<file path="src/rtl/fft_pkg.sv">
// Shared constants, state type and index helpers for the 16-point FFT
// load/unload blocks. The 8-point variant reuses bitrev4 with width 3.
package fft_pkg;

  localparam int FFT_N      = 16;
  localparam int LOG2N      = 4;
  localparam int FFT_DATA_W = 32;

  // Stream counter value that marks the final word of a frame.
  localparam logic [LOG2N-1:0] LAST_CNT = LOG2N'(FFT_N - 1);

  typedef enum logic [1:0] {
    IDLE,
    STREAM,
    DONE
  } state_e;

  // Reverse the low 'width' bits of v (width <= LOG2N). The full 4-bit
  // reversal is shifted down so narrower transforms land in the low bits.
  function automatic logic [LOG2N-1:0] bitrev4(input logic [LOG2N-1:0] v,
                                               input int               width);
    logic [LOG2N-1:0] full;
    full = {v[0], v[1], v[2], v[3]};
    return full >> (LOG2N - width);
  endfunction

endpackage

</file>
<file path="src/rtl/unload_data.sv">
// Drain end of the 16-point FFT: captures one parallel result frame on a
// ready pulse and streams it out word by word over valid/ready, optionally
// undoing the bit-reversed bin order of the butterfly network.
module unload_data
  import fft_pkg::*;
#(
  parameter int DATA_W  = FFT_DATA_W,
  parameter bit BIT_REV = 1'b1
) (
  input  logic              clk,
  input  logic              reset_n,
  input  logic              enable,
  input  logic              rdy_fft,
  input  logic [DATA_W-1:0] y0,
  input  logic [DATA_W-1:0] y1,
  input  logic [DATA_W-1:0] y2,
  input  logic [DATA_W-1:0] y3,
  input  logic [DATA_W-1:0] y4,
  input  logic [DATA_W-1:0] y5,
  input  logic [DATA_W-1:0] y6,
  input  logic [DATA_W-1:0] y7,
  input  logic [DATA_W-1:0] y8,
  input  logic [DATA_W-1:0] y9,
  input  logic [DATA_W-1:0] y10,
  input  logic [DATA_W-1:0] y11,
  input  logic [DATA_W-1:0] y12,
  input  logic [DATA_W-1:0] y13,
  input  logic [DATA_W-1:0] y14,
  input  logic [DATA_W-1:0] y15,
  output logic              busy,
  output logic [DATA_W-1:0] dout,
  output logic [LOG2N-1:0]  dout_idx,
  output logic              dout_valid,
  input  logic              dout_ready,
  output logic              dout_last,
  output logic              done,
  output logic              overrun
);

  state_e            state_q;
  logic [LOG2N-1:0]  cnt_q;
  logic              overrun_q;
  logic [DATA_W-1:0] frame_q [FFT_N];
  logic [DATA_W-1:0] yIn     [FFT_N];
  logic              accept;
  logic              streaming;
  logic [LOG2N-1:0]  addr;

  assign yIn[0]  = y0;
  assign yIn[1]  = y1;
  assign yIn[2]  = y2;
  assign yIn[3]  = y3;
  assign yIn[4]  = y4;
  assign yIn[5]  = y5;
  assign yIn[6]  = y6;
  assign yIn[7]  = y7;
  assign yIn[8]  = y8;
  assign yIn[9]  = y9;
  assign yIn[10] = y10;
  assign yIn[11] = y11;
  assign yIn[12] = y12;
  assign yIn[13] = y13;
  assign yIn[14] = y14;
  assign yIn[15] = y15;

  // A frame is taken only when idle and enabled; anything else is dropped.
  assign accept    = (state_q == IDLE) && rdy_fft && enable;
  assign streaming = (state_q == STREAM);

  // Buffer address: bit-reversed counter gives natural-order bins.
  always_comb begin
    addr = cnt_q;
    if (BIT_REV) begin
      addr = bitrev4(cnt_q, LOG2N);
    end
  end

  // Control FSM: capture, stream 16 words under backpressure, one DONE cycle.
  always_ff @(posedge clk or negedge reset_n) begin
    if (!reset_n) begin
      state_q   <= IDLE;
      cnt_q     <= '0;
      overrun_q <= 1'b0;
    end else begin
      if (rdy_fft && (state_q != IDLE)) begin
        overrun_q <= 1'b1;
      end
      unique case (state_q)
        IDLE: begin
          if (accept) begin
            cnt_q   <= '0;
            state_q <= STREAM;
          end
        end
        STREAM: begin
          if (dout_ready) begin
            cnt_q <= cnt_q + 1'b1;
            if (cnt_q == LAST_CNT) begin
              state_q <= DONE;
            end
          end
        end
        DONE: begin
          state_q <= IDLE;
        end
        default: begin
          state_q <= IDLE;
        end
      endcase
    end
  end

  // Frame buffer: written only on accept, otherwise holds its contents.
  always_ff @(posedge clk or negedge reset_n) begin
    if (!reset_n) begin
      for (int i = 0; i < FFT_N; i++) begin
        frame_q[i] <= '0;
      end
    end else if (accept) begin
      for (int i = 0; i < FFT_N; i++) begin
        frame_q[i] <= yIn[i];
      end
    end
  end

  assign busy       = (state_q != IDLE);
  assign dout_valid = streaming;
  assign dout       = streaming ? frame_q[addr] : '0;
  assign dout_idx   = streaming ? addr : '0;
  assign dout_last  = streaming && (cnt_q == LAST_CNT);
  assign done       = (state_q == DONE);
  assign overrun    = overrun_q;

endmodule

</file>
<file path="config.mk">
export PLATFORM = sky130hd
export DESIGN_NAME = unload_data
export DESIGN_NICKNAME = d
export VERILOG_FILES = /design/src/rtl/fft_pkg.sv /design/src/rtl/unload_data.sv
export SDC_FILE = /design/constraint.sdc
export NUM_CORES = 1
export LEC_CHECK = 0
export ABC_CLOCK_PERIOD_IN_PS = 3700
export BUFFER_PORTS_ARGS = -buffer_cell sky130_fd_sc_hd__buf_2
export CAP_MARGIN = 5
export CORE_MARGIN = 8
export CORE_UTILIZATION = 40
export CTS_CLUSTER_SIZE = 10
export DETAILED_ROUTE_END_ITERATION = 7
export PLACE_DENSITY_LB_ADDON = 0.15
export RECOVER_POWER = 50
export SLEW_MARGIN = 25
export SYNTH_ARGS = -nofsm -noshare
export SYNTH_HDL_FRONTEND = slang
export SYNTH_SLANG_ARGS = --single-unit
</file>
<file path="constraint.sdc">
create_clock -name clk -period 3.7 [get_ports clk]
set_input_delay 0.37 -clock clk [delete_from_list [all_inputs] [get_ports clk]]
set_output_delay 0.37 -clock clk [all_outputs]
set_load 0.05 [all_outputs]
</file>
After elaboration in Yosys (flattened, before gate mapping). Cells that the tools add are included.

Mux-type cells: 12. Reduce and logical (&&, ||, !) cells: 9. Divide/modulo/power cells: 0. Add/sub/neg operators: 1. Magnitude comparators: 1. Bitwise gates (word level): 1. Equality and inequality tests: 6. Multipliers: 0. Shifts and indexed selects: 0.

Operators by type and width (count): binary-select mux 32 bit (select 4 bit) (1); two-way mux 32 bit (3); two-way mux 4 bit (3); one-hot mux 4 bit (2 select lines) (1); two-way mux 2 bit (3); AND reduction 3 bit (2); greater-or-equal comparator 5 bit (second input constant) (1); inverter 4 -> 5 bit (1); adder 4 x 1 -> 4 bit (second input constant) (1); equality test 4 bit (second input constant) (1); logical AND 1 bit (4); inequality test 2 bit (second input constant) (2); one-hot mux 2 bit (2 select lines) (1); nonzero test 2 bit (2); equality test 2 x 1 -> 1 bit (second input constant) (1); equality test 2 bit (second input constant) (1); zero test 2 bit (1); inequality test 2 x 1 -> 1 bit (second input constant) (1).

RAM bits: 0. Flip-flop bits (word level): 519. Output and inout port bits: 41. Bits in read-only memories: 0. Memories kept: 0. Logic and storage cells: 49. Bits in latches: 0.

Longest topological paths before layout.
Depth in word-level cells: 5. Depth in mapped cells: 8.

Worst setup path after synthesis. No wires, ideal clock.

Path kind: reg2out. From: reg state_q[1]. To: out dout[10]. Required time: 3330 ps. Stages on the path, launching flop included: 8. Path slack: 1036 ps. Arrival: 2294 ps. Path through: dfrtp_1 > nor2b_1 > and2_1 > buf_2 > buf_2 > buf_1 > nand4_1 > o211ai_1.

Word-level cells in the longest chain between the ends: 2.

Ends and longest elaborated chain: start: declaration (line unload_data.sv:40) `state_e state_q;`; start signal: assignment (line unload_data.sv:81) `state_q <= IDLE;`; start signal: assignment (line unload_data.sv:92) `state_q <= STREAM;`; start signal: assignment (line unload_data.sv:99) `state_q <= DONE;`; equality test 2 x 1 -> 1 bit (line unload_data.sv:68) `assign streaming = (state_q == STREAM);`; two-way mux 32 bit (line unload_data.sv:128) `assign dout = streaming ? frame_q[addr] : '0;`; end: declaration (line unload_data.sv:31) `output logic [DATA_W-1:0] dout,`.

Every way passes these cells.

Worst setup path after layout.
From: reg cnt_q[3]. To: out dout[24].

Word-level cells in the longest chain between the ends: 5.

Ends and longest elaborated chain: start: declaration (line unload_data.sv:41) `logic [LOG2N-1:0] cnt_q;`; start signal: assignment (line unload_data.sv:97) `cnt_q <= cnt_q + 1'b1;`; inverter 4 -> 5 bit (implied by the code) (line unload_data.sv:128); binary-select mux 32 bit (select 4 bit) (line unload_data.sv:128); two-way mux 32 bit (implied by the code) (2 in a row) (line unload_data.sv:128); two-way mux 32 bit (line unload_data.sv:128).

Every way passes these cells. The select of a mux whose other input is x is not followed.

==> metrics <==
core area=57800 sq um; xor/xnor cell area share of the yosys netlist=0.000374; CP startpoint kind=register; Max-slew headroom=-0.530; total global-route track usage=0.248; violated checks=max-capacitance violations, max-slew violations; CP Class=reg -> out; DR iter-0 viols=between 1000 and 1500; starting density of the core=0.405; nets@finish=about 3000; Avg WL per Cell=25.7 um; clk buf depth=3; ANT nets after route=0; Critical Path RT=between 3 and 4 ns; Die ar.=~67000 sq um; share of Yosys cell area claimed by the top area cell type=0.555; vias per cell=around 5.3; Final Cell Area=approximately 33000 sq um; width of the die=258 um; routed wl met3=around 5500 um; final core occ=0.575; row count=just under 90; CTS tree=yes; fraction of the mapped netlist area in simple logic gates=0.0210; largest net degree at the start of global routing=110; Die Y=~260 um; max frequency=between 0.2 and 0.3 GHz; Final Skew=approximately 0.01 ns; Final Hold Viols=0; Peak VDD IR=between 0.0007 and 0.0008 V; synth warn=0; Detailed Routing Iterations Pass 1=5; GP Congestion=0.828; vias in the first global route=~19000; Post-Syn Instances=about 1500; share of layout cells above drive strength 1=0.510; commonest cells in the netlist=dfrtp_1, mux2_2, mux4_2, buf_2, mux2i_1; Root Buffer=clkbuf_16; RSZ-0062 raised after global routing=false; Clock Latency Late Sink=approximately 0.6 ns; Arrival @ worst endpoint=between 3 and 4 ns; Period Utilization, post-route=0.947; synth top area cells=dfrtp_1, mux2_2, mux4_2, mux2i_1, buf_2; routed length on met1=33700 um; status=finished with violations; library cells used by synthesis=31; syn nets=roughly 2000; async set-reset flop share out of synthesis=1.00; uppermost layer routed=met5; # IOs=between 500 and 600; port bufs=approximately 560; max-cap check violation count=4; fin crit period=3.50 ns; first-pass GRT wire length=~120000 um; crit path max fanout=28; Min-Delay Path Class=in -> reg; Area after DPL=roughly 27000 sq um; HPWL Detailed=~60000 um; met2 WL=between 40000 and 50000 um; synthesized flop and latch total=519; PnR worst setup slack=between 0.15 and 0.2 ns; multiplexer share of the synthesized area=0.367; Post-Syn Area per Cell=~16 sq um; clk sinks=519; actual slew at the worst max-slew pin=around 2.3 ns; Synth area leader=dfrtp_1; final wirelength=roughly 84000 um; P&R area growth vs syn=42.1%; gr ovfl total=0; DRC=0; Compound-Gate Fraction of Synth Area=0.0325; Clk pin slew, worst setup/hold paths=roughly 0.060 ns; Post-synth EDFFs=0; cell with the most instances after synthesis=dfrtp_1; prevailing post-synth register cell=dfrtp_1; synthesized area=roughly 23000 sq um; H-tree Lvls=2; total CTS buffers=59; power density over the cells=~840 nW/um^2; TNS Setup=0 ns; leakage power=~15 nW; Max Transition Viols Final=between 200 and 250; Final setup viols=0; Place WS=approximately 0.66 ns; Pwr Total=around 28 mW; combinational family with the most area after synthesis=multiplexers; vias post-DR=around 17000; Seq/Total Area, Yosys=0.555; Post-Synth Adder-Cell Area=0.000535; Layout fillers=~4600; initial antenna violation count=16; crit end category=primary output
[sequential cells by signal (all words and copies together) (netlist names)]
| name | cells |
|---|---|
| frame_q | 512 |
| cnt_q | 4 |
| overrun | 1 |
| state_q | 2 |
[critical path: stages, from the launching register on]
cell     delay (ns)
dfrtp_4        0.63
buf_12         0.29
buf_4          0.27
mux2i_1        0.23
a22oi_1        0.19
a22o_1         0.29
a221o_1        0.39
buf_2          0.23
[cell type report]
class	instances	area, sq um	share of cell area
diodes	17	42.5	0.00128
flip-flops and latches	519	13000	0.391
repair buffers	1055	7760	0.233
well taps	765	957	0.0288
clock buffers	77	1640	0.0492
multi-input cells	858	9870	0.297
[through the flow]
step                instances  hold slack [ns]
floorplan                1487           0.0744
global placement         2747            0.436
detailed placement       2747            0.439
CTS                      3273         0.000165
global route             3286          0.00260
finish                   3291           0.0275
[placed cells by master, fill, tap and decap left out, types with 2 or more instances in the layout]
cell,n
dlygate4sd3_1,449
clkbuf_16,61
nand2_1,38
a22oi_1,19
nor2b_2,2
o211ai_1,13
nand4_1,15
buf_12,11
buf_8,2
nor2b_1,2
dfrtp_4,2
mux2_2,512
clkbuf_1,21
a21o_1,2
buf_2,555
mux2i_1,65
nand3_1,3
buf_4,24
and3_1,20
diode_2,17
o21ai_0,2
a221o_1,19
and2_1,5
mux4_2,96
nor2_1,2
clkbuf_2,4
clkbuf_8,5
dfrtp_1,516
a32oi_1,13
a22o_1,20
[kinds of logic after synthesis]
kind of cell | Yosys count
buf+inv | 110
simple gates | 93
xor+xnor | 1
mux | 673
flops | 519
compound gates | 90
fa+ha+maj | 1
[routing by layer]
metal  global-route usage  up-vias
met3               0.0648      188
met4                0.107        2
met5                    0        -
met1                0.305     8868
met2                0.411      594
li1                     -     7633
[power by group]
part           leakage, nW  internal (mW)  switching (mW)
clock network        0.801           3.01            2.20
logic                 7.62           5.87            6.77
registers             6.21           8.56            1.61
total                 14.6           17.4            10.6
[worst paths after layout]
path,start,endpoint,slack (ns),cells after the start
hold / removal,y14[5],frame_q[37]$_DFFE_PN0P_,0.03,2
setup reg to reg,state_q[1]$_DFFE_PN0P_,frame_q[295]$_DFFE_PN0P_,0.69,3
min in group asynchronous,reset_n,frame_q[104]$_DFFE_PN0P_,0.44,2
max in group asynchronous,reset_n,frame_q[171]$_DFFE_PN0P_,0.62,3
hold reg to reg,overrun$_DFFE_PN0P_,overrun$_DFFE_PN0P_,0.46,1
setup / recovery,cnt_q[3]$_DFFE_PN0P_,dout[24],0.20,7
[what timing repair did]
item,4_1_cts,5_1_grt
resized for setup,0,0
hold endpoints to repair,539,1
hold buffers,448,1
setup buffers,1,0
setup endpoints to repair,1,0
Power figures use the tool's default switching activity.
